<file path="config.mk">
export PLATFORM = sky130hd
export DESIGN_NAME = fetch_unit
export DESIGN_NICKNAME = d
export VERILOG_FILES = /design/src/rtl/fetch_unit_pkg.sv /design/src/rtl/fetch_unit_rr_arbiter.sv /design/src/rtl/fetch_unit.sv
export SDC_FILE = /design/constraint.sdc
export NUM_CORES = 2
export LEC_CHECK = 0
export BUFFER_PORTS_ARGS = -buffer_cell sky130_fd_sc_hd__clkbuf_2
export CAP_MARGIN = 20
export CORE_ASPECT_RATIO = 1.4
export CORE_MARGIN = 2
export CORE_UTILIZATION = 50
export CTS_CLUSTER_SIZE = 28
export DETAILED_ROUTE_END_ITERATION = 8
export GPL_TIMING_DRIVEN = 0
export MAX_ROUTING_LAYER = met4
export PLACE_DENSITY = 0.72
export SYNTH_ARGS = -nofsm -noshare
export SYNTH_HDL_FRONTEND = slang
export SYNTH_SLANG_ARGS = --single-unit
</file>
<file path="constraint.sdc">
create_clock -name clk -period 5.7 [get_ports clk]
set_input_delay 1.14 -clock clk [delete_from_list [all_inputs] [get_ports clk]]
set_output_delay 1.14 -clock clk [all_outputs]
set_load 0.02 [all_outputs]
</file>
<file path="src/rtl/fetch_unit_pkg.sv">
// Shared fetch/decode definitions: warp and PC sizing, and the {instruction, pc} packet layout
// used by the fetch stage, the fetch/decode register and decode.
package fetch_unit_pkg;

   localparam int NUM_WARP         = 8;
   localparam int NUM_WARP_LOG     = 3;
   localparam int SIZE_PC          = 32;
   localparam int SIZE_INSTRUCTION = 32;
   localparam int SIZE_PACKET      = SIZE_INSTRUCTION + SIZE_PC;

   // Packet field offsets: pc in the low bits, instruction above it.
   localparam int PKT_PC_LSB   = 0;
   localparam int PKT_INST_LSB = SIZE_PC;

   typedef logic [NUM_WARP_LOG-1:0]     warpIdT;
   typedef logic [SIZE_PC-1:0]          pcT;
   typedef logic [SIZE_INSTRUCTION-1:0] instT;
   typedef logic [SIZE_PACKET-1:0]      packetT;

   typedef struct packed {
      logic   valid;
      warpIdT warp;
      pcT     pc;
   } inFlightT;

   typedef struct packed {
      warpIdT warp;
      logic   valid0;
      packetT pkt0;
      logic   valid1;
      packetT pkt1;
   } fetchOutT;

   function automatic packetT makePacket(input instT inst, input pcT pc);
      packetT p;
      p = '0;
      p[PKT_INST_LSB +: SIZE_INSTRUCTION] = inst;
      p[PKT_PC_LSB +: SIZE_PC]            = pc;
      return p;
   endfunction

endpackage

</file>
<file path="src/rtl/fetch_unit_rr_arbiter.sv">
// Combinational round-robin arbiter: grants the first requester after the pointer, wrapping,
// with the pointer's own warp considered last.
module rr_arbiter
   import fetch_unit_pkg::*;
(
   input  logic [NUM_WARP-1:0] request,
   input  warpIdT              pointer,
   output logic [NUM_WARP-1:0] grant,
   output warpIdT              grantIdx,
   output logic                grantValid
);

   warpIdT candIdx [NUM_WARP];

   genvar gi;
   generate
      for (gi = 0; gi < NUM_WARP; gi++) begin : genCand
         assign candIdx[gi] = pointer + NUM_WARP_LOG'(gi + 1);
      end
   endgenerate

   // Scan from the farthest candidate down so the nearest requester wins.
   always_comb begin
      grantValid = 1'b0;
      grantIdx   = '0;
      grant      = '0;
      for (int i = NUM_WARP - 1; i >= 0; i--) begin
         if (request[candIdx[i]]) begin
            grantValid = 1'b1;
            grantIdx   = candIdx[i];
         end
      end
      if (grantValid)
         grant[grantIdx] = 1'b1;
   end

endmodule

</file>
<file path="src/rtl/fetch_unit.sv">
// Per-warp instruction fetch: round-robin warp select and 8-byte read in F1, packet
// formation in F2 with a one-entry hold buffer behind the downstream stall.
module fetch_unit
   import fetch_unit_pkg::*;
(
   input  logic                          clk,
   input  logic                          reset,
   input  logic [NUM_WARP-1:0]           warpActive_i,
   input  logic                          warpInit_i,
   input  logic [NUM_WARP_LOG-1:0]       warpInitId_i,
   input  logic [SIZE_PC-1:0]            warpInitPc_i,
   output logic                          imemRdEn_o,
   output logic [SIZE_PC-1:0]            imemAddr_o,
   input  logic [2*SIZE_INSTRUCTION-1:0] imemData_i,
   input  logic                          stall_i,
   input  logic                          flush_i,
   input  logic [NUM_WARP_LOG-1:0]       flushWarp_i,
   input  logic [SIZE_PC-1:0]            flushPc_i,
   output logic [NUM_WARP_LOG-1:0]       instWarp_o,
   output logic                          instPacket0Valid_o,
   output logic [SIZE_PACKET-1:0]        instPacket0_o,
   output logic                          instPacket1Valid_o,
   output logic [SIZE_PACKET-1:0]        instPacket1_o
);

   pcT       pcReg  [NUM_WARP];
   pcT       pcNext [NUM_WARP];
   warpIdT   rrPtrReg;
   inFlightT inFlightReg;
   fetchOutT holdReg;
   fetchOutT outReg;
   fetchOutT f2Out;

   logic [NUM_WARP-1:0] flushMask;
   logic [NUM_WARP-1:0] request;
   logic [NUM_WARP-1:0] grant;
   warpIdT              grantIdx;
   logic                grantValid;
   logic                drain;
   logic                issue;
   pcT                  issuePc;
   instT                instLo;
   instT                instHi;
   logic                holdFlushed;
   logic                outFlushed;

   // ---------------- F1: select and address ----------------
   always_comb begin
      flushMask = '0;
      if (flush_i)
         flushMask[flushWarp_i] = 1'b1;
   end

   assign request = warpActive_i & ~flushMask;

   rr_arbiter uArbiter (
      .request    (request),
      .pointer    (rrPtrReg),
      .grant      (grant),
      .grantIdx   (grantIdx),
      .grantValid (grantValid)
   );

   // A draining hold buffer owns the output register, so no new read starts that cycle.
   assign drain      = holdReg.valid0 & ~stall_i;
   assign issue      = ~reset & ~stall_i & ~drain & grantValid;
   assign issuePc    = pcReg[grantIdx];
   assign imemRdEn_o = issue;
   assign imemAddr_o = issue ? {issuePc[SIZE_PC-1:3], 3'b000} : '0;

   // Redirect priority: flush, then init, then the issue advance.
   genvar gi;
   generate
      for (gi = 0; gi < NUM_WARP; gi++) begin : genPc
         assign pcNext[gi] =
            (flush_i    && flushWarp_i  == NUM_WARP_LOG'(gi)) ? flushPc_i :
            (warpInit_i && warpInitId_i == NUM_WARP_LOG'(gi)) ? warpInitPc_i :
            (issue && grant[gi]) ? pcReg[gi] + (pcReg[gi][2] ? SIZE_PC'(4) : SIZE_PC'(8)) :
            pcReg[gi];
      end
   endgenerate

   // ---------------- F2: packet formation ----------------
   assign instLo = imemData_i[SIZE_INSTRUCTION-1:0];
   assign instHi = imemData_i[2*SIZE_INSTRUCTION-1:SIZE_INSTRUCTION];

   always_comb begin
      f2Out = '0;
      if (inFlightReg.valid && !(flush_i && flushWarp_i == inFlightReg.warp)) begin
         f2Out.warp   = inFlightReg.warp;
         f2Out.valid0 = 1'b1;
         if (inFlightReg.pc[2]) begin
            f2Out.pkt0 = makePacket(instHi, inFlightReg.pc);
         end else begin
            f2Out.pkt0   = makePacket(instLo, inFlightReg.pc);
            f2Out.valid1 = 1'b1;
            f2Out.pkt1   = makePacket(instHi, inFlightReg.pc + SIZE_PC'(4));
         end
      end
   end

   assign holdFlushed = flush_i && holdReg.valid0 && flushWarp_i == holdReg.warp;
   assign outFlushed  = flush_i && outReg.valid0  && flushWarp_i == outReg.warp;

   always_ff @(posedge clk) begin
      if (reset) begin
         for (int i = 0; i < NUM_WARP; i++)
            pcReg[i] <= '0;
         rrPtrReg    <= NUM_WARP_LOG'(NUM_WARP - 1);
         inFlightReg <= '0;
         holdReg     <= '0;
         outReg      <= '0;
      end else begin
         for (int i = 0; i < NUM_WARP; i++)
            pcReg[i] <= pcNext[i];
         if (issue) begin
            rrPtrReg    <= grantIdx;
            inFlightReg <= '{valid: 1'b1, warp: grantIdx, pc: issuePc};
         end else begin
            inFlightReg <= '0;
         end

         if (stall_i) begin
            if (f2Out.valid0)
               holdReg <= f2Out;
            else if (holdFlushed)
               holdReg <= '0;
            if (outFlushed)
               outReg <= '0;
         end else if (drain) begin
            holdReg <= '0;
            outReg  <= holdFlushed ? '0 : holdReg;
         end else begin
            outReg <= f2Out;
         end
      end
   end

   assign instWarp_o         = outReg.warp;
   assign instPacket0Valid_o = outReg.valid0;
   assign instPacket0_o      = outReg.pkt0;
   assign instPacket1Valid_o = outReg.valid1;
   assign instPacket1_o      = outReg.pkt1;

endmodule
</file>
Yosys cells after proc, flatten, opt, wreduce, memory -nomap -nowiden
Memory sizes are Yosys's and may differ from the RTL's.
Cells that the tools add are included.
Operators by class
  reduce and logical (&&, ||, !) cells: 37
  equality and inequality tests: 18
  mux-type cells: 93
  add/sub/neg operators: 16
  bitwise gates (word level): 18
  magnitude comparators: 12
Operator list (number)
  2-to-1 mux 133 bit: 8
  2-to-1 mux 32 bit: 33
  adder 32 x 4 -> 32 bit: 8
  2-to-1 mux 65 bit: 1
  2-to-1 mux 64 bit: 1
  less-than comparator 3 x 4 -> 1 bit, second input constant: 10
  2-to-1 mux 36 bit: 1
  adder 32 x 3 -> 32 bit, second input constant: 1
  logical AND 1 bit: 32
  2-to-1 mux 4 bit: 8
  binary-select mux 1 bit (select 3 bit): 8
  equality test 3 bit, second input constant: 8
  2-to-1 mux 3 bit: 8
  2-to-1 mux 1 bit: 21
  2-to-1 mux 8 bit: 2
  adder 3 bit, second input constant: 4
  equality test 3 x 2 -> 1 bit, second input constant: 4
  equality test 3 bit: 3
  bitwise AND 8 bit: 1
  inverter 8 bit: 1
  bitwise OR 1 bit: 8
  adder 3 x 2 -> 3 bit, second input constant: 2
  demux 1 bit (select 3 bit): 2
  equality test 3 x 1 -> 1 bit, second input constant: 2
  9 further kinds: 17
Word-level totals
  bits in writable memories: 256
  flip-flop bits (word level): 305
  memories kept: 1
Memory list
  pcReg: words 8, width 32, read ports 9, clocked after memory_dff 0, write ports 8, RTL line fetch_unit.sv:26  | pcT pcReg [NUM_WARP];

Logic depth before layout (Yosys ltp)
  depth after elaboration: 27
  gate-level depth with buffers: 18
  gate-level depth less buffers: 12

Modules after synthesis
Synthesis repeated with hierarchy kept, for this count alone.
Unflattened totals
  cell total of the unflattened synthesis: 3855
  area total of the unflattened synthesis: 32034.5 µm²
By module, submodules not included
  fetch_unit: instances 1, sequential area each 11230.8 µm², area an instance 30929.7 µm², cells an instance 3718
  rr_arbiter: instances 1, sequential area each 0.0 µm², area an instance 1104.8 µm², cells an instance 137

Worst setup path after synthesis
Ideal clock, no wire load.
  path type: in2out
  start point: input port flushWarp_i[2]
  end point: output port imemAddr_o[15]
  data required time: 4.560 ns
  setup slack: -0.002 ns
  arrival time: 4.562 ns
  cell stages on the path: 13
  path buffers: 5
  cell sequence: buf_2 -> buf_2 -> nand4b_1 -> and2_1 -> mux4_2 -> or3b_2 -> o21a_1 -> nand3_1 -> clkbuf_1 -> buf_1 -> clkbuf_1 -> a21oi_1 -> o221ai_1
Between the ends
  cells in the longest elaborated chain, start to end: 19
  elaborated cells on any way between the ends: 43
  classes of those cells: 2 x order compare; 36 x mux; 3 x bitwise; 1 x reduce/logical; 1 x memory
RTL lines
  from (decl): RTL line fetch_unit.sv:17  | input logic [NUM_WARP_LOG-1:0] flushWarp_i,
  less-than comparator 3 x 4 -> 1 bit (not written as such) or >= comparator 3 x 1 -> 1 bit (tied branches): RTL line fetch_unit.sv:51  | flushMask[flushWarp_i] = 1'b1;
  logical AND 1 bit (not written as such): RTL line fetch_unit.sv:51
  2-to-1 mux 1 bit (not written as such): RTL line fetch_unit.sv:51
  demux 1 bit (select 3 bit) (*): RTL line fetch_unit.sv:51
  2-to-1 mux 8 bit (*): RTL line fetch_unit.sv:50  | if (flush_i)
  inverter 8 bit (*): RTL line fetch_unit.sv:54  | assign request = warpActive_i & ~flushMask;
  bitwise AND 8 bit (*): RTL line fetch_unit.sv:54
  binary-select mux 1 bit (select 3 bit): RTL line fetch_unit_rr_arbiter.sv:28  | if (request[candIdx[i]]) begin
  2-to-1 mux 1 bit (not written as such): RTL line fetch_unit_rr_arbiter.sv:28
  2-to-1 mux 3 bit or 2-to-1 mux 1 bit (tied branches) (8 in series): RTL line fetch_unit_rr_arbiter.sv:28
  memory read (8 x 32 bit) or bitwise AND 1 bit (tied branches)
  2-to-1 mux 32 bit (*): RTL line fetch_unit.sv:69  | assign imemAddr_o = issue ? {issuePc[SIZE_PC-1:3], 3'b000} : '0;
  to (decl): RTL line fetch_unit.sv:13  | output logic [SIZE_PC-1:0] imemAddr_o,
Mark *: on every way between the ends. The rest lies on a longest branch, timed or not. The select of a mux whose other input is x is not followed.

Worst setup path in the final report
  start point: input port flush_i
  end point: output port imemAddr_o[26]
Between the ends
  cells in the longest elaborated chain, start to end: 15
  elaborated cells on any way between the ends: 38
  classes of those cells: 34 x mux; 3 x bitwise; 1 x memory
RTL lines
  from (decl): RTL line fetch_unit.sv:16  | input logic flush_i,
  2-to-1 mux 8 bit (*): RTL line fetch_unit.sv:50
  inverter 8 bit (*): RTL line fetch_unit.sv:54
  bitwise AND 8 bit (*): RTL line fetch_unit.sv:54
  binary-select mux 1 bit (select 3 bit): RTL line fetch_unit_rr_arbiter.sv:28
  2-to-1 mux 1 bit (not written as such): RTL line fetch_unit_rr_arbiter.sv:28
  2-to-1 mux 3 bit or 2-to-1 mux 1 bit (tied branches) (8 in series): RTL line fetch_unit_rr_arbiter.sv:28
  memory read (8 x 32 bit) or bitwise AND 1 bit (tied branches)
  2-to-1 mux 32 bit (*): RTL line fetch_unit.sv:69
Marks and branches as above.

==> key figures <==
Status
  • Result of the run: finished, violations left
  • Violations in the final reports: setup timing

Final layout
  • Non-filler cells, final: around 5.3k
  • Area growth from synthesis to final layout: 23.7%
  • Sequential cell area: 11200 um2
  • Count of fill cells added during filler insertion: 5703
  • Final net count: 4567
  • Fraction of layout instances using a drive strength above 1: between 15 and 20%
  • Area occupied by multi-input gates: 20100 um2

Clock tree
  • Maximum number of buffers from clock root to sink: 3
  • Reg clk slew, reported paths: around 0.070 ns
  • Depth of the CTS H-tree: 2
  • CTS Root Cell: sky130_fd_sc_hd__clkbuf_16
  • CTS buffer count: between 50 and 60
  • Count of hold-fix buffers inserted at cts: 0
  • TritonCTS Sinks: around 560
  • Worst-Skew Late Latency: between 0.6 and 0.7 ns
  • TritonCTS clock tree: built

Timing
  • Worst-case setup margin in the final layout: -0.199 ns
  • Achievable Freq: 170 MHz
  • Post-route fraction of the period consumed by the critical path: 103%
  • Final hold slack: 0.459 ns
  • Number of hold-slack violations in the final timing report: 0
  • Final setup violating endpoints: 16
  • Final setup skew: roughly 0.018 ns
  • Rel. slew slack: a little under a tenth
  • RSZ-0062 raised after global routing: yes
  • Actual transition at the worst max-transition pin: between 1 and 1.5 ns
  • Max-slew violation count: 0
  • Final Critical Period: around 5.9 ns

Global route
  • First-pass GRT wire length: between 200 and 250 mm
  • Largest net degree at the start of global routing: 18
  • Number of global-route vias before repair: between 30k and 40k
  • Number of antenna violations at the first check in global routing: 13
  • Global-route usage over all layers: between 40 and 50%
  • Global route overflow: 0

Power
  • Maximum vdd ir drop: ~0.55 mV
  • Part of the power in registers: between 20% and 30%
  • Clk pwr share: approximately 17%
  • Net switching power: ~11 mW
  • Internal Pwr Total: 12.1 mW
  • Net Sw Frac: 48.2%
  • PnR Total Power: 23.3 mW
  • Comb power frac: 59.5%
  • Cell leakage power: around 14 nW
  • Total power per unit cell area: approximately 600 nW/um2

Worst setup path
  • Arrival time at the worst endpoint: ~4.8 ns
  • Critical path class: in2out
  • Crit path largest cell delay: 0.52 ns
  • Crit path capture type: output pin
  • Critical path, cell by cell: clkbuf_16 -> nor4bb_4 -> o32ai_4 -> mux4_2 -> or4_1 -> a221o_1 -> a221oi_2 -> buf_4 -> nor2_4 -> buf_6 -> clkbuf_16 -> o211ai_1 -> nand3_4 -> o221ai_4 -> buf_8
  • WP data required: 4.56 ns
  • Crit start category: input pin
  • Crit path max-delay family: compound AO/OA/AOI/OAI gates
  • Library cell contributing the largest single delay on the critical path: sky130_fd_sc_hd__mux4_2
  • Maximum fanout along the worst path: 7
  • Dominant cell type by count on the critical path: sky130_fd_sc_hd__clkbuf_16
  • Number of buffers and inverters on the critical path: 5

Placed design
  • Number of port buffers: between 200 and 250
  • Half-perimeter wire length after placement: approximately 120 mm
  • Last weighted congestion value of the routability-driven placer: about 1.1
  • Instance count after placement with tap cells included: between 5k and 6k

Yosys
  • Number of synthesized register bits: between 500 and 600
  • Sequential area share after synthesis: a little over a third
  • Synthesized area per cell: between 7 and 8 um2
  • Synthesized cell area: between 30000 and 40000 um2
  • Unique masters post-synth: 76
  • Cells after synthesis: between 4k and 5k
  • Share of synthesized registers carrying an async set or reset: 0%
  • Count of warnings emitted by yosys: 0
  • Count of flip-flops with a built-in enable after synthesis: 0
  • Top FF cell, synth: sky130_fd_sc_hd__dfxtp_1

Flow run
  • Number of violations of the max-capacitance limit: 0

Floorplanning
  • Height of the chip: 301 um
  • Width of the chip: around 220 um
  • Row count: 109
  • Full die area: about 65000 um2
  • Number of top-level design ports: between 300 and 400
  • Core Box Area: around 63000 um2
  • Starting density of the core: approximately 50%

Detailed routing
  • Count of routing violations after the opening detailed-route iteration: 5704
  • Post-detailed-route count of antenna-violating nets: 0
  • Wire per inst: a little over 30 um
  • Total number of vias: ~36k
  • Number of remaining DRC errors: 0
  • Routed vias/inst: 6.87
  • Routed WL: between 150 and 200 mm
  • First-pass iteration count of the detailed router: 8

Hold path
  • Class of the tightest hold or removal check: reg2reg
-- through the flow --
| step | area [um2] | TNS, ns | util, % | worst slack, ns |
|---|---|---|---|---|
| 3_5_place_dp | 33900 | -122.40 | 54.1 | -2.39 |
| 6_report | 39000 | -1.51 | 62.2 | -0.199 |
| 2_1_floorplan | 31600 | -0.00960 | - | -0.00160 |
| 4_1_cts | 38100 | -0.473 | 60.7 | -0.126 |
| 3_3_place_gp | 33900 | -126.00 | 54.0 | -2.84 |
| 5_1_grt | 39000 | -2.30 | 62.2 | -0.221 |
-- cell families after synthesis --
family	after synthesis	share of synthesized area (%)
AOI/OAI and AO/OA	1209	27.7
xor gates and xnor gates	240	6.66
adders and majority gates	19	0.753
buffers and inverters	463	5.83
DFF	561	35.6
muxes	121	4.16
other	1	0.0119
and+or+nand+nor	1388	19.3
-- state kept, by name (all words and copies together) (netlist names), 3 cells and up --
| signal | count |
|---|---|
| instPacket0_o | 64 |
| instWarp_o | 3 |
| inFlightReg | 36 |
| rrPtrReg | 3 |
| instPacket1_o | 64 |
| pcReg | 256 |
| holdReg | 133 |
-- layout by cell type, fill, tap and decap left out, types with 38 or more instances in the layout --
cell,instances
sky130_fd_sc_hd__o21ai_0,70
sky130_fd_sc_hd__nand2_1,264
sky130_fd_sc_hd__clkbuf_1,262
sky130_fd_sc_hd__clkbuf_2,240
sky130_fd_sc_hd__buf_1,52
sky130_fd_sc_hd__inv_1,38
sky130_fd_sc_hd__nand3_1,98
sky130_fd_sc_hd__nand3_4,40
sky130_fd_sc_hd__xnor2_1,121
sky130_fd_sc_hd__nand4_1,60
sky130_fd_sc_hd__dfxtp_1,559
sky130_fd_sc_hd__a22o_1,128
sky130_fd_sc_hd__mux2i_1,86
sky130_fd_sc_hd__buf_4,91
sky130_fd_sc_hd__nor2_1,700
sky130_fd_sc_hd__xor2_1,116
sky130_fd_sc_hd__clkbuf_16,65
sky130_fd_sc_hd__a21oi_1,308
sky130_fd_sc_hd__nor3_1,59
sky130_fd_sc_hd__a211oi_1,384
sky130_fd_sc_hd__a222oi_1,131
-- worst paths after layout --
kind	from	endpoint	slack, ns	depth (start not counted)
worst min register to register	holdReg[2]$_SDFFE_PP0P_	holdReg[2]$_SDFFE_PP0P_	0.46	1
worst max-delay path	flush_i	imemAddr_o[26]	-0.20	15
worst max register to register	rrPtrReg[0]$_SDFFE_PP1P_	pcReg[0][30]$_SDFFE_PP0P_	0.61	17
worst min-delay path	holdReg[2]$_SDFFE_PP0P_	holdReg[2]$_SDFFE_PP0P_	0.46	1
-- Yosys cell counts, drive strengths merged (19+ instances only) --
master | instances | area [um2]
o221ai | 63 | 552
a21oi | 316 | 1580
xnor2 | 122 | 1070
ha | 19 | 238
nand4 | 60 | 375
nand2 | 269 | 1010
mux2i | 111 | 1110
buf | 116 | 514
dfxtp | 561 | 11200
nor3 | 60 | 300
clkbuf | 306 | 1170
and3 | 28 | 175
nand3 | 154 | 771
a22o | 128 | 1120
nor2 | 702 | 2640
o21ai | 73 | 365
a222oi | 131 | 1310
a211oi | 384 | 2880
nand2b | 22 | 138
inv | 41 | 154
xor2 | 118 | 1030
-- per-layer routing --
metal / track usage (%) / wire [um] / vias to the layer above
met4: 43.7 / 17600 / 0
met2: 72.6 / 69300 / 2840
met3: 14.3 / 20000 / 850
met5: - / 0 / -
met1: 53.0 / 54700 / 17100
li1: - / - / 15500
-- repair_timing --
item | 4_1_cts | 5_1_grt
pin swaps | 50 | 24
setup endpoints to repair | 257 | 29
setup buffers | 61 | 20
cloned | 4 | 5
resized for setup | 378 | 159
endpoints found under the hold margin | 0 | 0
-- final cells by class --
| type | count | share of cell area [%] |
|---|---|---|
| diodes | 10 | 0.0641 |
| plain buffers | 412 | 5.69 |
| clock buffers | 85 | 4.26 |
| clock inverters | 18 | 0.644 |
| inverters | 41 | 0.429 |
| multi-input cells | 2980 | 51.4 |
| flip-flops and latches | 561 | 28.8 |
| well taps | 832 | 2.67 |
| repair buffers | 348 | 6.07 |
-- power groups by stage --
stage	registers, mW	clock network (mW)	logic, mW
CTS	5.42	3.92	11.9
finish	5.50	3.96	13.9
global placement	5.48	0	8.89
floorplan	5.23	0	5.72
detailed placement	5.49	0	8.95
global route	5.56	4.07	14.2
Note: power is estimated with default switching activity, not from simulation.
